`config.mk`:
```
export PLATFORM = sky130hd
export DESIGN_NAME = afifo_burst_reader_flat
export DESIGN_NICKNAME = d
export VERILOG_FILES = /design/src/rtl/afifo_rd_pkg.sv /design/src/rtl/afifo_burst_reader_if.sv /design/src/rtl/afifo_rd_outreg.sv /design/src/rtl/afifo_burst_reader.sv /design/src/flat_wrapper.sv
export SDC_FILE = /design/constraint.sdc
export NUM_CORES = 1
export LEC_CHECK = 0
export BUFFER_PORTS_ARGS = -buffer_cell sky130_fd_sc_hd__buf_2
export CORE_MARGIN = 5
export CORE_UTILIZATION = 30
export CTS_BUF_LIST = sky130_fd_sc_hd__clkbuf_4
export DETAILED_ROUTE_END_ITERATION = 8
export GPL_ROUTABILITY_DRIVEN = 0
export SLEW_MARGIN = 20
export SYNTH_ARGS = -nofsm -noshare
export SYNTH_HDL_FRONTEND = slang
export SYNTH_HIERARCHICAL = 1
export SYNTH_SLANG_ARGS = --single-unit
```
`constraint.sdc`:
```
create_clock -name rclk -period 4 [get_ports rclk]
set_input_delay 0.4 -clock rclk [delete_from_list [all_inputs] [get_ports rclk]]
set_output_delay 0.4 -clock rclk [all_outputs]
set_load 0.02 [all_outputs]
```
`src/rtl/afifo_rd_pkg.sv`:
```
// Shared types and default sizes for the async-FIFO burst reader.
package afifo_rd_pkg;

    localparam int unsigned DEF_DATA_W = 8;
    localparam int unsigned DEF_LEN_W  = 6;
    localparam int unsigned DEF_TO_CYC = 64;

    typedef enum logic [1:0] {
        IDLE,
        RUN,
        DRAIN,
        DONE
    } rd_state_e;

endpackage

```
`src/rtl/afifo_burst_reader_if.sv`:
```
// FIFO read port plus downstream valid/ready stream seen by the burst reader.
interface afifo_burst_reader_if
    import afifo_rd_pkg::*;
#(
    parameter int unsigned DATA_W = DEF_DATA_W
) ();

    logic              fifo_empty;
    logic [DATA_W-1:0] fifo_data;
    logic              fifo_rd_en;
    logic              m_valid;
    logic [DATA_W-1:0] m_data;
    logic              m_last;
    logic              m_ready;

    modport master (
        input  fifo_empty, fifo_data, m_ready,
        output fifo_rd_en, m_valid, m_data, m_last
    );

    modport slave (
        output fifo_empty, fifo_data, m_ready,
        input  fifo_rd_en, m_valid, m_data, m_last
    );

endinterface

```
`src/rtl/afifo_rd_outreg.sv`:
```
// One-entry output register: load wins over accept, contents hold while stalled.
module afifo_rd_outreg
    import afifo_rd_pkg::*;
#(
    parameter int unsigned DATA_W = DEF_DATA_W
) (
    input  logic              clk,
    input  logic              rst_n,
    input  logic              load,
    input  logic [DATA_W-1:0] load_data,
    input  logic              load_last,
    input  logic              accept,
    output logic              valid,
    output logic [DATA_W-1:0] data,
    output logic              last
);

    always_ff @(posedge clk or negedge rst_n) begin
        if (!rst_n) begin
            valid <= 1'b0;
            data  <= '0;
            last  <= 1'b0;
        end else if (load) begin
            valid <= 1'b1;
            data  <= load_data;
            last  <= load_last;
        end else if (valid && accept) begin
            valid <= 1'b0;
            last  <= 1'b0;
        end
    end

endmodule

```
`src/rtl/afifo_burst_reader.sv`:
```
// Pops len words from a FWFT FIFO onto a valid/ready stream, then pulses done.
// Optional empty-stall timeout enabled by defining RD_TIMEOUT_EN.
module afifo_burst_reader
    import afifo_rd_pkg::*;
#(
    parameter int unsigned DATA_W = DEF_DATA_W,
    parameter int unsigned LEN_W  = DEF_LEN_W,
    parameter int unsigned TO_CYC = DEF_TO_CYC
) (
    input  logic                  rclk,
    input  logic                  rstn,
    input  logic                  start,
    input  logic [LEN_W-1:0]      len,
    output logic                  busy,
    output logic                  done,
    output logic [LEN_W-1:0]      rd_count,
    output logic                  err,
    afifo_burst_reader_if.master  bus
);

    rd_state_e        state, state_nxt;
    logic [LEN_W-1:0] remaining;
    logic             pop;
    logic             accept;
    logic             launch;
    logic             timeout;

    assign accept = bus.m_valid && bus.m_ready;
    assign launch = (state == IDLE) && start && (len != '0);
    assign pop    = (state == RUN) && (remaining != '0) && !bus.fifo_empty
                    && (!bus.m_valid || bus.m_ready);

    assign bus.fifo_rd_en = pop;
    assign busy           = (state != IDLE);
    assign done           = (state == DONE);
    assign err            = timeout;

`ifdef RD_TIMEOUT_EN
    localparam int unsigned TO_W = $clog2(TO_CYC + 1);

    logic [TO_W-1:0] stall_cnt;
    logic            stalled;

    assign stalled = (state == RUN) && bus.fifo_empty && (remaining != '0);
    assign timeout = stalled && (stall_cnt == TO_W'(TO_CYC - 1));

    always_ff @(posedge rclk or negedge rstn) begin
        if (!rstn) begin
            stall_cnt <= '0;
        end else if ((state != RUN) || pop) begin
            stall_cnt <= '0;
        end else if (stalled) begin
            stall_cnt <= stall_cnt + TO_W'(1);
        end
    end
`else
    assign timeout = 1'b0;
`endif

    always_ff @(posedge rclk or negedge rstn) begin
        if (!rstn) begin
            state <= IDLE;
        end else begin
            state <= state_nxt;
        end
    end

    always_comb begin
        state_nxt = state;
        case (state)
            IDLE:    if (launch) state_nxt = RUN;
            RUN: begin
                if (timeout) begin
                    state_nxt = IDLE;
                end else if (pop && (remaining == LEN_W'(1))) begin
                    state_nxt = DRAIN;
                end
            end
            DRAIN:   if (accept && bus.m_last) state_nxt = DONE;
            DONE:    state_nxt = IDLE;
            default: state_nxt = IDLE;
        endcase
    end

    always_ff @(posedge rclk or negedge rstn) begin
        if (!rstn) begin
            remaining <= '0;
            rd_count  <= '0;
        end else if (launch) begin
            remaining <= len;
            rd_count  <= '0;
        end else if (pop) begin
            remaining <= remaining - LEN_W'(1);
            rd_count  <= rd_count + LEN_W'(1);
        end
    end

    // After a timeout abort the held word (m_last=0) still drains from here while IDLE.
    afifo_rd_outreg #(
        .DATA_W (DATA_W)
    ) u_outreg (
        .clk       (rclk),
        .rst_n     (rstn),
        .load      (pop),
        .load_data (bus.fifo_data),
        .load_last (remaining == LEN_W'(1)),
        .accept    (bus.m_ready),
        .valid     (bus.m_valid),
        .data      (bus.m_data),
        .last      (bus.m_last)
    );

endmodule

```
`src/flat_wrapper.sv`:
```
// flat-port wrapper written by rule: the top's interface ports become plain ports
module afifo_burst_reader_flat import afifo_rd_pkg::*;
#(
    parameter int unsigned DATA_W = DEF_DATA_W,
    parameter int unsigned LEN_W  = DEF_LEN_W,
    parameter int unsigned TO_CYC = DEF_TO_CYC
)
  (rclk, rstn, start, len, busy, done, rd_count, err, bus_fifo_empty, bus_fifo_data, bus_m_ready, bus_fifo_rd_en, bus_m_valid, bus_m_data, bus_m_last);
  afifo_burst_reader_if #(.DATA_W(DATA_W)) bus_i ();
  input  logic rclk;
  input  logic rstn;
  input  logic start;
  input  logic [LEN_W-1:0] len;
  output logic busy;
  output logic done;
  output logic [LEN_W-1:0] rd_count;
  output logic err;
  input wire logic [$bits(bus_i.fifo_empty)-1:0] bus_fifo_empty;
  input wire logic [$bits(bus_i.fifo_data)-1:0] bus_fifo_data;
  input wire logic [$bits(bus_i.m_ready)-1:0] bus_m_ready;
  output wire logic [$bits(bus_i.fifo_rd_en)-1:0] bus_fifo_rd_en;
  output wire logic [$bits(bus_i.m_valid)-1:0] bus_m_valid;
  output wire logic [$bits(bus_i.m_data)-1:0] bus_m_data;
  output wire logic [$bits(bus_i.m_last)-1:0] bus_m_last;
  assign bus_i.fifo_empty = bus_fifo_empty;
  assign bus_i.fifo_data = bus_fifo_data;
  assign bus_i.m_ready = bus_m_ready;
  assign bus_fifo_rd_en = bus_i.fifo_rd_en;
  assign bus_m_valid = bus_i.m_valid;
  assign bus_m_data = bus_i.m_data;
  assign bus_m_last = bus_i.m_last;
  afifo_burst_reader #(.DATA_W(DATA_W), .LEN_W(LEN_W), .TO_CYC(TO_CYC)) u_core (.rclk(rclk), .rstn(rstn), .start(start), .len(len), .busy(busy), .done(done), .rd_count(rd_count), .err(err), .bus(bus_i));
endmodule
```
==> metrics.cfg, run 1 <==
[yosys]
synth_compound_area_share_pct=8.12
syn_inst=117
yosys_warnings=6
synth_top_family_by_area=simple AND/OR/NAND/NOR gates
yosys.area_share.simple_pct=14.9
yosys-top-cells-area=dfrtp_1 (45%), ha_1 (8.5%), mux2_4 (7.9%)
ys_seq_area_share_pct=45.3
synth_seq_cells=24
synth.cell_area_mm2=0.00133
ys_types=32
synth.area.mux_share_pct=11.1
netlist.area_leader.share_pct=45.3
synthXorXnorAreaFrac_pct=6.61
avgSynthCellArea_um2=11.3
synthAdderAreaFrac_pct=8.50
synth_nets=145
yosysTopAreaCell=dfrtp_1

[clocking]
clkSlewWorstSetupHoldPaths_ns=0.14
cts.sinks=24
cts_buffers=3
cts_hold_buf=0
cts_setup_buffers=0
cts_tree=done
clockBufferDepth=2
cts_resized=0
insertion_delay_ns=0.32
cts-root-buf=clkbuf_4
cts_max_level=1

[timing]
fmax_ghz=0.402
rsz0062_at_grt=no
tightest_slew_ns=0.921
period_needed_ns=2.49
min_period_over_period_pct=62.1
finalSetupViolations=0
hold_viol_final=0
setup_slack_ns=1.51
skew_ns=0.00938
slew_viol_final=0
tns_ns=0
slew_headroom_pct=38.3

[critical_path]
startpoint=u_core/remaining[0]$_DFFE_PN0P_
r2r-start=u_core/remaining[0]$_DFFE_PN0P_
crit_fanout=13
max_stage_delay_ns=0.72
critPathCaptureType=output port
crit_chain=inv_1 > ha_1 > a2111oi_4 > buf_2
required_ns=3.60
start_kind=flop
critPathArrivalTime_ns=2.09
critical_path_class=reg2out
slowest_stage=a2111oi_4

[run]
cap_violations=0

[routing]
drt-met1-wl_um=1230
wirelength_um=2630
wire_per_inst_um=12.7
drc=0
wl_met2_um=1170
drtPass1Iterations=4
viasPerCell=4.49
ant_nets=0
topRoutingLayerUsed=met4
wl_met3_um=206
drt_iter0_markers=20
vias=929

[global_routing]
grt_pass1_wl_um=4400
antenna_found_initial=0
grt_usage_pct=9.12
grt_max_degree=25
overflow=0
grt_pass1_vias=942

[pwr]
p_leak_nw=0.775
power.density_mw_per_mm2=694
vdd_drop_max_v=0.000384

[placement]
post-place-ws_ns=1.74
dp_hpwl_um=2010
io_buffers=37

[final_layout]
final_net_count=184
final_cell_mix=buf_2 (37), dfrtp_1 (24), nand2_1 (11), nor2_1 (10), ha_1 (9)
final_common_cell=buf_2
syn_to_final_growth_pct=18.3
num_antenna_cells=0
drive_above_1_share_pct=36.1

[hold_path]
hold_path.class=in2async

[floorplanning]
fp-row-count=24
die_y_um=76.5
start_util_pct=30.6
core_mm2=0.00432
pin_count=39
die_area_mm2=0.00585
die_w_um=76.5

[status]
outcome=completed

[synthesized netlist by cell type (all sizes together)]
cell type  count
mux2i          2
nand3          5
o21ai          7
nand2         11
a211oi         1
a2111oi        1
buf            4
xnor2          2
a21oi          1
or4            1
conb           1
and2b          1
a311oi         1
nand4          2
and2           1
nor4           2
ha             9
nor3           4
xor2           8
mux2           9
a21o           1
inv            7
nor2          10
dfrtp         24
a21bo          1
and3           1
[logic make-up after synthesis]
family	Yosys count
and+or+nand+nor	38
DFF	24
AOI/OAI and AO/OA	13
muxes	11
buffers and inverters	11
xor gates and xnor gates	10
adders and majority gates	9
other	1
[final timing paths]
| path | to | slack, ns | depth (start not counted) |
|---|---|---|---|
| setup / recovery | bus_fifo_rd_en | 1.51 | 4 |
| hold / removal | u_core/rd_count[1]$_DFFE_PN0P_ | 0.04 | 1 |
| setup reg to reg | u_core/u_outreg/data[4]$_DFFE_PN0P_ | 1.73 | 5 |
| hold reg to reg | u_core/u_outreg/data[4]$_DFFE_PN0P_ | 0.53 | 1 |
| max in group asynchronous | u_core/u_outreg/last$_DFFE_PN0P_ | 3.59 | 1 |
| min in group rclk | u_core/u_outreg/data[1]$_DFFE_PN0P_ | 0.30 | 2 |
[cell type report]
cell class / count / area (µm²)
clock buffer: 3 / 22.5
multi-input combinational: 82 / 657
inverter: 7 / 26.3
sequential: 24 / 601
tap: 52 / 65.1
clock inverter: 1 / 3.75
fill: 447 / 2760
timing repair buffer: 38 / 193
[per-stage QoR]
stage	cells	hold WS [ns]	utilization (%)	power, mW	area (µm²)
after floorplan	117	0.104	-	0.848	1330
after global placement	203	0.415	35.6	0.984	1540
after detailed placement	203	0.424	35.6	0.990	1540
after CTS	207	0.0498	36.3	1.11	1570
after global routing	207	0.0615	36.3	1.18	1570
final	207	0.0403	36.3	1.09	1570
[critical path: cells and delay by family (launching register included)]
family / cells / cell delay [ns]
flip-flops: 1 / 0.43
AO/OA/AOI/OAI: 1 / 0.72
adder cells (fa/ha/maj): 1 / 0.24
buffers and inverters: 2 / 0.38
[sequential cells by signal, summed over array words and instances, names as in the netlist]
register               count
u_core/rd_count            6
u_core/remaining           6
u_core/state               2
u_core/u_outreg/data       8
u_core/u_outreg/last       1
u_core/u_outreg/valid      1
[layer usage]
| metal | track usage (%) | up-vias |
|---|---|---|
| met4 | 3.67 | 0 |
| met3 | 2.72 | 2 |
| met2 | 13.4 | 28 |
| met5 | 0 | - |
| met1 | 12.4 | 429 |
| li1 | - | 470 |
[report_power, final]
| part | switching [mW] | leakage (nW) | internal, mW | total, mW |
|---|---|---|---|---|
| logic | 0.302 | 0.460 | 0.244 | 0.546 |
| clock network | 0.0754 | 0.0154 | 0.0365 | 0.112 |
| registers | 0.0887 | 0.300 | 0.342 | 0.431 |
| total | 0.466 | 0.775 | 0.623 | 1.09 |
(Power assumes the default switching activity.)
==> inputs of run 2 (changes only) <==
==> constraint.sdc (replaced) <==
create_clock -name rclk -period 2.4 [get_ports rclk]
set_input_delay 0.24 -clock rclk [delete_from_list [all_inputs] [get_ports rclk]]
set_output_delay 0.24 -clock rclk [all_outputs]
set_load 0.02 [all_outputs]
==> run 2 against run 1 <==
Combinational power up 69%. Flip-flop and latch count did not move. Wire length fell by 4.5%. Cell area up 3.3%. Count of clock-buffer cells in the layout is the same. Largest cell class unchanged. Largest power group unchanged.
==> metrics.cfg, run 2 (same netlist as run 1, synthesis figures left out) <==
[global_routing]
grt_max_degree=25
grt_pass1_wl_um=4350
antenna_found_initial=0
overflow=0
grt_pass1_vias=1000
grt_usage_pct=8.83

[critical_path]
critPathCaptureType=output port
critPathArrivalTime_ns=1.89
required_ns=2.16
r2r-start=u_core/state[0]$_DFFE_PN0P_
crit_fanout=14
r2r_cells=6
r2r_slack_ns=0.48
start_kind=flop
critical_path_class=reg2out
r2r_end=u_core/remaining[1]$_DFFE_PN0P_

[final_layout]
largest_reg_flops=8
design_area_mm2=0.00162
n_fill_cell=462
fin_util_pct=37.4
final_cell_mix=buf_2 (37), dfrtp_1 (24), nand2_1 (11), nor2_1 (10), ha_1 (9)
largest-register=u_core/u_outreg/data
fin_cells=210
final_common_cell=buf_2
num_antenna_cells=0
reg_top3=u_core/u_outreg/data x8, u_core/rd_count x6, u_core/remaining x6
final_net_count=187
drive_above_1_share_pct=37.3
syn_to_final_growth_pct=22.2

[timing]
slew_headroom_pct=41.0
fmax_ghz=0.470
min_period_over_period_pct=88.7
period_needed_ns=2.13
skew_ns=0.00951
slew_viol_final=0
tns_ns=0
setup_slack_ns=0.272
tightest_slew_ns=0.881
hold_viol_final=0
rsz0062_at_grt=no
finalSetupViolations=0
timing.hold.ws_ns=0.137

[hold_path]
min_path_cells=3
hold_path.class=in2reg
hold_path_end=u_core/remaining[4]$_DFFE_PN0P_
hp-start=len[4]

[clocking]
cts_resized=0
insertion_delay_ns=0.31
cts_buffers=3
clockBufferDepth=2
cts_max_level=1
cts.sinks=24
cts_hold_buf=1
cts_setup_buffers=0
cts-root-buf=clkbuf_4
cts_tree=done
clkSlewWorstSetupHoldPaths_ns=0.13

[routing]
vias=942
ant_nets=0
viasPerCell=4.49
drt_iter0_markers=25
drtPass1Iterations=2
wire_per_inst_um=11.9
wirelength_um=2510
drc=0

[floorplanning]
pin_count=39
die_w_um=76.5
fp-row-count=24
core_mm2=0.00432
die_area_mm2=0.00585
die_y_um=76.5
start_util_pct=30.6

[pwr]
vdd_drop_max_v=0.000633
p_leak_nw=0.803
totalPowerFinal_mw=1.93
power.density_mw_per_mm2=1190

[run]
cap_violations=0

[placement]
placed_cell_area_mm2=0.00156
post-place-ws_ns=0.496
dp_hpwl_um=1980
io_buffers=37
post-place-cells=205

[status]
outcome=completed

==> run 2: area by class of cell <==
cell class | count | area [µm²] | share of cell area [%]
tap | 52 | 65.1 | 4.02
timing repair buffer | 41 | 218 | 13.4
clock buffer | 3 | 22.5 | 1.39
multi-input combinational | 82 | 657 | 40.6
inverter | 7 | 26.3 | 1.62
sequential | 24 | 601 | 37.1
clock inverter | 1 | 30.0 | 1.85
==> run 2: power by group <==
| group | internal, mW | total, mW | switching [mW] |
|---|---|---|---|
| Sequential | 0.571 | 0.718 | 0.147 |
| Combinational | 0.422 | 0.925 | 0.503 |
| Clock | 0.169 | 0.287 | 0.118 |
==> run 2: worst max path at each step <==
stage / start / endpoint / slack [ns] / cells past startpoint
after floorplan: u_core/remaining[0]$_DFFE_PN0P_ / u_core/u_outreg/data[0]$_DFFE_PN0P_ / 0.53 / 6
after global placement: u_core/remaining[0]$_DFFE_PN0P_ / u_core/state[1]$_DFFE_PN0P_ / 0.52 / 6
after detailed placement: u_core/state[0]$_DFFE_PN0P_ / u_core/remaining[1]$_DFFE_PN0P_ / 0.50 / 6
after CTS: u_core/remaining[0]$_DFFE_PN0P_ / bus_fifo_rd_en / 0.24 / 5
after global routing: u_core/remaining[0]$_DFFE_PN0P_ / bus_fifo_rd_en / 0.13 / 5
final: u_core/remaining[0]$_DFFE_PN0P_ / bus_fifo_rd_en / 0.27 / 5
==> run 2: layer usage <==
layer	global-route usage (%)	vias to the layer above	routed length [µm]
li1	-	475	-
met1	11.0	441	1140
met2	14.7	24	1170
met3	2.48	2	184
met4	2.62	0	14
met5	0	-	0
==> run 2: critical path: stages (launching register included) <==
cell	delay, ns
dfrtp_1	0.45
inv_1	0.09
ha_1	0.25
a2111oi_4	0.33
buf_4	0.27
buf_2	0.19
